<file path="src/rtl/register_write_arbiter_module_pkg.sv">
// Shared definitions for the register write arbiter: FSM state encoding and
// the default width of the shared register.
package register_write_arbiter_module_pkg;

  // IDLE waits for requests, WRITE drives the winner's data for one cycle,
  // ACK holds the completion handshake until the owner releases its request.
  typedef enum logic [1:0] {
    IDLE  = 2'd0,
    WRITE = 2'd1,
    ACK   = 2'd2
  } arb_state_e;

  localparam int DEFAULT_DATA_WIDTH = 8;

endpackage

</file>
<file path="src/rtl/register_write_arbiter_module_round_robin_picker.sv">
// Combinational round-robin search: starting just after the last served
// requester, report the first requester with its request bit set.
module round_robin_picker_module #(
  parameter int NUM_REQ = 2,
  parameter int IDX_W   = 1
) (
  input  logic [NUM_REQ-1:0] req,
  input  logic [IDX_W-1:0]   last,
  output logic               found,
  output logic [IDX_W-1:0]   winner
);

  logic [IDX_W-1:0] cand;

  // Walk last+1, last+2, ... modulo NUM_REQ so the previous owner is checked last.
  always_comb begin
    found  = 1'b0;
    winner = '0;
    cand   = '0;
    for (int k = 1; k <= NUM_REQ; k++) begin
      cand = IDX_W'((int'(last) + k) % NUM_REQ);
      if (!found && req[cand]) begin
        found  = 1'b1;
        winner = cand;
      end
    end
  end

endmodule

</file>
<file path="src/rtl/register_write_arbiter_module.sv">
// Arbitrates write access to a single shared register among NUM_REQ
// requesters using a 4-phase req/ack handshake. The register has no load
// enable, so reg_d recirculates reg_q except during the single WRITE cycle.
module register_write_arbiter_module
  import register_write_arbiter_module_pkg::*;
#(
  parameter int NUM_REQ    = 2,
  parameter int DATA_WIDTH = DEFAULT_DATA_WIDTH,
  parameter int IDX_W      = 1
) (
  input  logic                          clk,
  input  logic                          rst,
  input  logic [NUM_REQ-1:0]            req,
  input  logic [NUM_REQ*DATA_WIDTH-1:0] wdata,
  output logic [NUM_REQ-1:0]            ack,
  input  logic [DATA_WIDTH-1:0]         reg_q,
  output logic [DATA_WIDTH-1:0]         reg_d,
  output logic                          busy,
  output logic [IDX_W-1:0]              owner
);

  arb_state_e       state_q, state_d;
  logic [IDX_W-1:0] owner_q, owner_d;
  logic [IDX_W-1:0] last_q,  last_d;

  logic             pick_found;
  logic [IDX_W-1:0] pick_winner;

  round_robin_picker_module #(
    .NUM_REQ (NUM_REQ),
    .IDX_W   (IDX_W)
  ) u_picker (
    .req    (req),
    .last   (last_q),
    .found  (pick_found),
    .winner (pick_winner)
  );

  // State, owner and round-robin pointer; the pointer restarts so requester 0 is favoured.
  always_ff @(posedge clk) begin
    if (rst) begin
      state_q <= IDLE;
      owner_q <= '0;
      last_q  <= IDX_W'(NUM_REQ - 1);
    end else begin
      state_q <= state_d;
      owner_q <= owner_d;
      last_q  <= last_d;
    end
  end

  // Next-state, handshake and register data mux; reg_d only departs from reg_q in WRITE.
  always_comb begin
    state_d = state_q;
    owner_d = owner_q;
    last_d  = last_q;
    reg_d   = reg_q;
    ack     = '0;
    unique case (state_q)
      IDLE: begin
        if (pick_found) begin
          owner_d = pick_winner;
          state_d = WRITE;
        end
      end
      WRITE: begin
        reg_d   = wdata[int'(owner_q)*DATA_WIDTH +: DATA_WIDTH];
        last_d  = owner_q;
        state_d = ACK;
      end
      ACK: begin
        ack[owner_q] = 1'b1;
        if (!req[owner_q]) begin
          state_d = IDLE;
        end
      end
      default: begin
        state_d = IDLE;
      end
    endcase
    if (rst) begin
      reg_d = '0;
    end
  end

  assign busy  = (state_q != IDLE);
  assign owner = owner_q;

endmodule

</file>
<file path="config.mk">
export PLATFORM = sky130hd
export DESIGN_NAME = register_write_arbiter_module
export DESIGN_NICKNAME = d
export VERILOG_FILES = /design/src/rtl/register_write_arbiter_module_pkg.sv /design/src/rtl/register_write_arbiter_module_round_robin_picker.sv /design/src/rtl/register_write_arbiter_module.sv
export SDC_FILE = /design/constraint.sdc
export NUM_CORES = 1
export LEC_CHECK = 0
export ABC_AREA = 1
export CAP_MARGIN = 25
export CORE_MARGIN = 2
export CORE_UTILIZATION = 30
export CTS_CLUSTER_DIAMETER = 200
export DETAILED_ROUTE_END_ITERATION = 8
export PLACE_DENSITY = 0.78
export SYNTH_ARGS = -nofsm -noshare
export SYNTH_HDL_FRONTEND = slang
export SYNTH_SLANG_ARGS = --single-unit
</file>
<file path="constraint.sdc">
create_clock -name clk -period 1.3 [get_ports clk]
set_clock_uncertainty 0.1 [all_clocks]
set_input_delay 0.26 -clock clk [delete_from_list [all_inputs] [get_ports clk]]
set_output_delay 0.26 -clock clk [all_outputs]
set_load 0.03 [all_outputs]
</file>
==> impl_metrics.yaml <==
critical_path:
  critPathBufInv: 2
  regToRegEndpoint: "state_q[1]"
  crit_slowest_cell: "sky130_fd_sc_hd__dfxtp_4"
  criticalPathCategory: "flip-flop to output pin"
  rr_worst_depth: 7
  endpoint_kind_of_the_worst_setup_timing_path: "output pin"
  crit_path_start_kind: "flip-flop"
  r2r_setup_slack_ns: 0.12
  cp_cell_sequence: "buf_6, nand2_1, nand2_1, nand2_2, a21oi_4, buf_6"
  critical-path-top-delay-family: "flip-flops"
  required_ns: 0.94
  critPathArrivalTime_ns: 1.24
  crit-reg2reg-launch: "owner"
  cpPeakStageDelay_ns: 0.38
  critical_path_fanout_max: 5
synth:
  synth_xor_area_frac: 0
  synth_fp_nets: 110
  synth.cell_area_um2: 445.4
  synth.lib_cells_used.distinct: 12
  netlist.area_leader.share: 0.4045
  ys_ff_latch: 4
  synth-simple-area-share: 0.4719
  post_synth_mux_area_share: 0
  syn_area_cell_um2: 5.432
  synthesis.yosys.warnings: 0
  main_combinational_cell_family_by_area_after_synthesis: "simple AND/OR/NAND/NOR gates"
  synth-adder-area-share: 0
  synth-compound-area-share: 0.2022
  synth_top_area_cell: "sky130_fd_sc_hd__nand2_1"
  synth.yosys.seq_area_share: 0.1798
  synthCells: 82
  netlist_top_cells_area: "sky130_fd_sc_hd__nand2_1 (40%), sky130_fd_sc_hd__dfxtp_1 (18%), sky130_fd_sc_hd__a21oi_2 (16%)"
sta:
  setup_viol_count_final: 12
  finalCriticalPeriod_ns: 1.596
  worst_pin_slew_ns: 0.1453
  postLayoutSetupSlackWorst_ns: -0.2962
  maxSlewViolCount: 0
  grt_setup_unrepaired: "true"
  final_critical_path_share_of_the_clock_period: 1.228
  totalNegativeSetupSlack_ns: -2.829
  fmax_mhz: 626.5
  slew-limit-headroom: 0.9029
  fin_hold_viols: 0
drt:
  first_pass_iters: 4
  drt-total-wl_um: 2334
  avgViaCountPerCell: 5.126
  antenna_left: 0
  drt_iter0_drc: 13
  drcViolationCount: 0
  detail_route.wl_per_cell_um: 15.46
  dr_total_vias: 774
placement:
  finalWeightedCongestion: 0.7560
  place_hpwl_um: 1221
  place.detailed.instances: 141
  portBuffers: 39
global_route:
  global_route.overflow_total: 0
  grt_pass1_wl_um: 3719
  number_of_antenna_violations_at_the_first_check_in_global_routing: 0
  grt_pass1_vias: 785
  gr-usage-all-layers: 0.2786
  grt_start_max_net_pins: 13
clock_tree:
  cts.hold.buffers_added: 0
  tritoncts_num_sinks: 4
  cts_buffer_depth: 2
  cts_bufs_inserted: 3
  tritoncts: "done"
  worstSkewPairLatency_ns: 0.24
  cts-root-buf: "sky130_fd_sc_hd__clkbuf_4"
  clk_transition_reported_paths_ns: 0.04
  clock_tree.htree_level_count: 1
run_status:
  violations_in_the_final_reports: "negative setup slack"
  outcome: "finished with violations"
flow_run:
  max_cap_violations: 0
power:
  vdd_drop_max_mv: 0.5832
  power.density_cell_area_mw_per_mm2: 743.7
  total_leakage_power_nw: 0.5288
layout:
  drive_above_1_share: 0.5000
  final_net_count: 165
  finish.cell_count_without_fillers: 151
  n_antenna_cell: 0
  syn_to_final_growth_pct: 166.0
hold_path:
  min-delay-start: "last_q"
  min_to: "last_q"
  worst_hold_path_type: "flip-flop to flip-flop"
  depth_of_the_worst_hold_timing_path: 2
floorplanning:
  floorplan.core_area_mm2: 0.001350
  floorplan.initialDensity: 0.3299
  dieArea_mm2: 0.001809
  number_of_top_level_pins: 40
  floorplan.die.width_um: 42.53
  floorplan.rows: 13
  chipHeight_um: 42.53
report_power, final:
group | internal (mW) | switching, mW
clock network | 0.116 | 0.0637
logic | 0.267 | 0.278
registers | 0.135 | 0.0211
state kept, by name, summed over array words and instances, names as in the netlist:
register  cells
owner         1
last_q        1
state_q       2
per-stage QoR:
stage	util	total power [mW]	area, µm²	worst slack, ns	hold slack (ns)
after global routing	0.8777	0.9277	1185	-0.3584	0.4217
after floorplan	-	0.3798	514.2	-0.02280	0.2194
after CTS	0.8415	0.8391	1136	-0.2473	0.3806
after detailed placement	0.6923	0.5517	934.6	-0.2731	0.3604
final	0.8777	0.8812	1185	-0.2962	0.3776
after global placement	0.6923	0.5456	934.6	-0.2477	0.3544
synth_stat cells:
master,count
sky130_fd_sc_hd__a21oi_2,8
sky130_fd_sc_hd__o21ai_0,1
sky130_fd_sc_hd__inv_1,5
sky130_fd_sc_hd__nand3_1,1
sky130_fd_sc_hd__nor2_1,5
sky130_fd_sc_hd__nand2_1,48
sky130_fd_sc_hd__a21oi_1,3
sky130_fd_sc_hd__buf_2,1
sky130_fd_sc_hd__dfxtp_1,4
sky130_fd_sc_hd__nand2_2,1
sky130_fd_sc_hd__inv_2,2
sky130_fd_sc_hd__buf_6,3
metal layers:
layer | track usage | share of wire | up-vias
met5 | 0 | 0 | -
met3 | 0.04310 | 0.038 | 13
met2 | 0.5323 | 0.55 | 37
met4 | 0.1000 | 0.051 | 0
met1 | 0.3018 | 0.36 | 365
li1 | - | - | 359
cells in the final DEF (no fill, tap or decap):
cell type / count
sky130_fd_sc_hd__nor2_2: 1
sky130_fd_sc_hd__a21oi_1: 3
sky130_fd_sc_hd__a21oi_4: 8
sky130_fd_sc_hd__nor2_1: 2
sky130_fd_sc_hd__nand2_8: 1
sky130_fd_sc_hd__inv_2: 2
sky130_fd_sc_hd__nand2_1: 30
sky130_fd_sc_hd__inv_12: 1
sky130_fd_sc_hd__clkbuf_4: 3
sky130_fd_sc_hd__nand2_4: 3
sky130_fd_sc_hd__nor2_4: 2
sky130_fd_sc_hd__nand3_1: 1
sky130_fd_sc_hd__buf_4: 8
sky130_fd_sc_hd__dfxtp_1: 1
sky130_fd_sc_hd__buf_12: 1
sky130_fd_sc_hd__dfxtp_4: 3
sky130_fd_sc_hd__o21ai_0: 1
sky130_fd_sc_hd__inv_1: 2
sky130_fd_sc_hd__clkdlybuf4s50_1: 27
sky130_fd_sc_hd__inv_6: 2
sky130_fd_sc_hd__buf_6: 17
sky130_fd_sc_hd__nand2_2: 16
sky130_fd_sc_hd__clkbuf_1: 1
how the worst max path moves through the flow:
stage,start,end,slack (ns),cells after the start
floorplan,owner,reg_d[1],-0.02,6
global placement,wdata[9],reg_d[1],-0.25,6
detailed placement,wdata[9],reg_d[1],-0.27,6
CTS,owner,reg_d[1],-0.25,6
global route,owner,reg_d[5],-0.36,6
finish,owner,reg_d[5],-0.30,6
cell families (layout without fill, tap and decap cells):
family                 after synthesis  count (layout)
flip-flops                           4               4
buffers and inverters               11              64
AO/OA/AOI/OAI                       12              12
AND/OR/NAND/NOR                     55              56
what timing repair did:
| item | in CTS | in global routing |
|---|---|---|
| cloned | 1 | 0 |
| buffers inserted | 4 | 2 |
| gates resized for setup | 43 | 16 |
| pin swaps | 8 | 10 |
| endpoints found under the setup margin | 11 | 12 |
worst register-to-register path, delay by kind of cell, from the launching register on:
family	cells	cell delay, ns
AO/OA/AOI/OAI	1	0.06
buffers and inverters	3	0.31
flip-flops	1	0.38
AND/OR/NAND/NOR	3	0.21
cell type report:
cell class | instances | area, µm²
timing repair buffer | 53 | 541.8
fill | 62 | 165.2
inverter | 7 | 48.80
clock buffer | 4 | 26.28
tap | 15 | 18.77
multi-input combinational | 68 | 457.9
sequential | 4 | 91.34
Note: power is estimated with default switching activity, not from simulation.
==> RTL change, RTL diff (same flow settings) <==
Encoding of `arb_state_e`: now one-hot (3 bits for 3 states).
--- a/src/rtl/register_write_arbiter_module_pkg.sv
+++ b/src/rtl/register_write_arbiter_module_pkg.sv
@@ -6,6 +6,6 @@
   // ACK holds the completion handshake until the owner releases its request.
-  typedef enum logic [1:0] {
-    IDLE  = 2'd0,
-    WRITE = 2'd1,
-    ACK   = 2'd2
+  typedef enum logic [2:0] {
+    IDLE  = 3'b001,
+    WRITE = 3'b010,
+    ACK   = 3'b100
   } arb_state_e;
Function: same outputs for any inputs over 10 cycles, from zero or initial values and one cycle with rst high; not proved beyond that.
==> RTL change against the unedited design <==
The flow still finishes with violations (setup timing). First-iteration DRC count rose by 46%. Sequential share of layout area rose by 0.42 points. Fmax fell by 2.8%. Cell area rose by 10%. Power rose by 14%. Wire length rose by 7.5%. Worst setup slack got worse by 46 ps. Area after synthesis rose by 2.8%. Sequential cell count rose by 1. Largest cell class unchanged.
==> RTL change: results (changes against the unedited design) <==
Pwr
  – VDD IR-drop max: 0.723 mV (+24%)
  – Static Leakage: 0.566 nW (+7.0%)

Final layout
  – Non-clock buffer share: 44.0% (-1.7 points)
  – FILL cells: 66 (+6.5%)
  – Largest register FFs: 3 (+1)
  – Non-clk invs: 8 (+1)
  – Clock network area share: 2.01% (-0.21 points)
  – Multi-input logic area: 533 µm² (+16%)
  – Nets: 173 (+4.8%)
  – Non-clock buffers: 56 (+5.7%)
  – Top reg by flops: state_q
  – Sequential cell area share: 8.13% (+0.42 points)
  – Count of multi-input gates: 71 (+4.4%)

STA
  – Final Setup Violations: 14 (+2)
  – Hold slack: 405 ps (+27.9 ps)
  – Slew @ Worst Pin: 213 ps (+68.2 ps)
  – Final worst setup slack: -342 ps (-45.9 ps)

Placed design
  – DP HPWL: 1300 µm (+6.6%)
  – Placement Setup Slack: -373 ps (-99.7 ps)
  – Placer Congestion: 0.796 (+5.3%)
  – Post-placement cell count: 150 (+6.4%)

Detailed routing
  – Met3 WL: 138 µm (+55%)
  – Routed vias: 838 (+8.3%)
  – M1 WL: 905 µm (+9.0%)
  – Drt via density: 5.24 (+2.2%)
  – Starting DRT DRC Count: 19 (+6)
  – WL met2: 1350 µm (+4.1%)
  – Routed length per instance: 15.7 µm (+1.4%)

Global routing
  – M1 GR Usage: 29.6% (-0.62 points)
  – Vias in the first global route: 891 (+14%)
  – Largest net degree at the start of global routing: 10 (-3)
  – GR Layer Usage met3: 2.98% (-1.3 points)
  – Met2 Use GR: 50.6% (-2.6 points)
  – Total global-route track usage: 28.1% (+0.26 points)
  – First-pass GRT wire length: 3820 µm (+2.6%)

Clocking
  – CTS sink cnt: 5 (+1)
  – Clk_lat worst skew: 260 ps (+20 ps)

Worst setup path
  – Crit-path max FO: 8 (+3)
  – Crit-path slowest cell: dfxtp_1
  – Reg2reg end: owner
  – Delay-heaviest family, CP: buffers and inverters
  – Reg2reg start: state_q[0]
  – R2r setup slk: -40 ps (-160 ps)
  – Setup crit start: state_q[2]

Synthesis
  – Area contributors post-synth: nand2_1, dfxtp_1, nor2_1, o21ai_1, buf_6
  – Syn Nets: 114 (+3.6%)
  – Commonest cells in the synthesized netlist: nand2_1, nor2_1, o21ai_1, dfxtp_1, inv_1
  – Sequential fraction of the synthesis area: 21.9% (+3.9 points)
  – Gate Count Post-Synth: 86 (+4.9%)
  – Post-synth cell types: 16 (+4)

Outcome
  – Status: complete, but fails checks
  – Violated checks: setup timing
-- RTL change: what timing repair did --
| item | 4_1_cts | 5_1_grt |
|---|---|---|
| endpoints found under the setup margin | 12 | 16 |
| setup buffers | 5 | 2 |
| resized for setup | 55 | 16 |
| hold buffers | 0 | 0 |
| pin swaps | 9 | 10 |
-- RTL change: logic make-up after synthesis --
kind of cell    synth area share, %
simple gates                   50.8
flops                          21.9
buf+inv                        11.5
compound gates                 15.8
-- RTL change: power by group --
| part | internal, W | total (W) | switching (W) |
|---|---|---|---|
| Sequential | 0.000171 | 0.000188 | 0.0000173 |
| Combinational | 0.000309 | 0.000624 | 0.000315 |
| Clock | 0.000117 | 0.000197 | 0.0000797 |
-- RTL change: per-stage QoR --
stage | instance area, µm² | setup TNS (ps)
floorplan | 517 | -189
global route | 1310 | -4030
detailed placement | 970 | -3170
CTS | 1240 | -3260
global placement | 970 | -2910
finish | 1310 | -3550
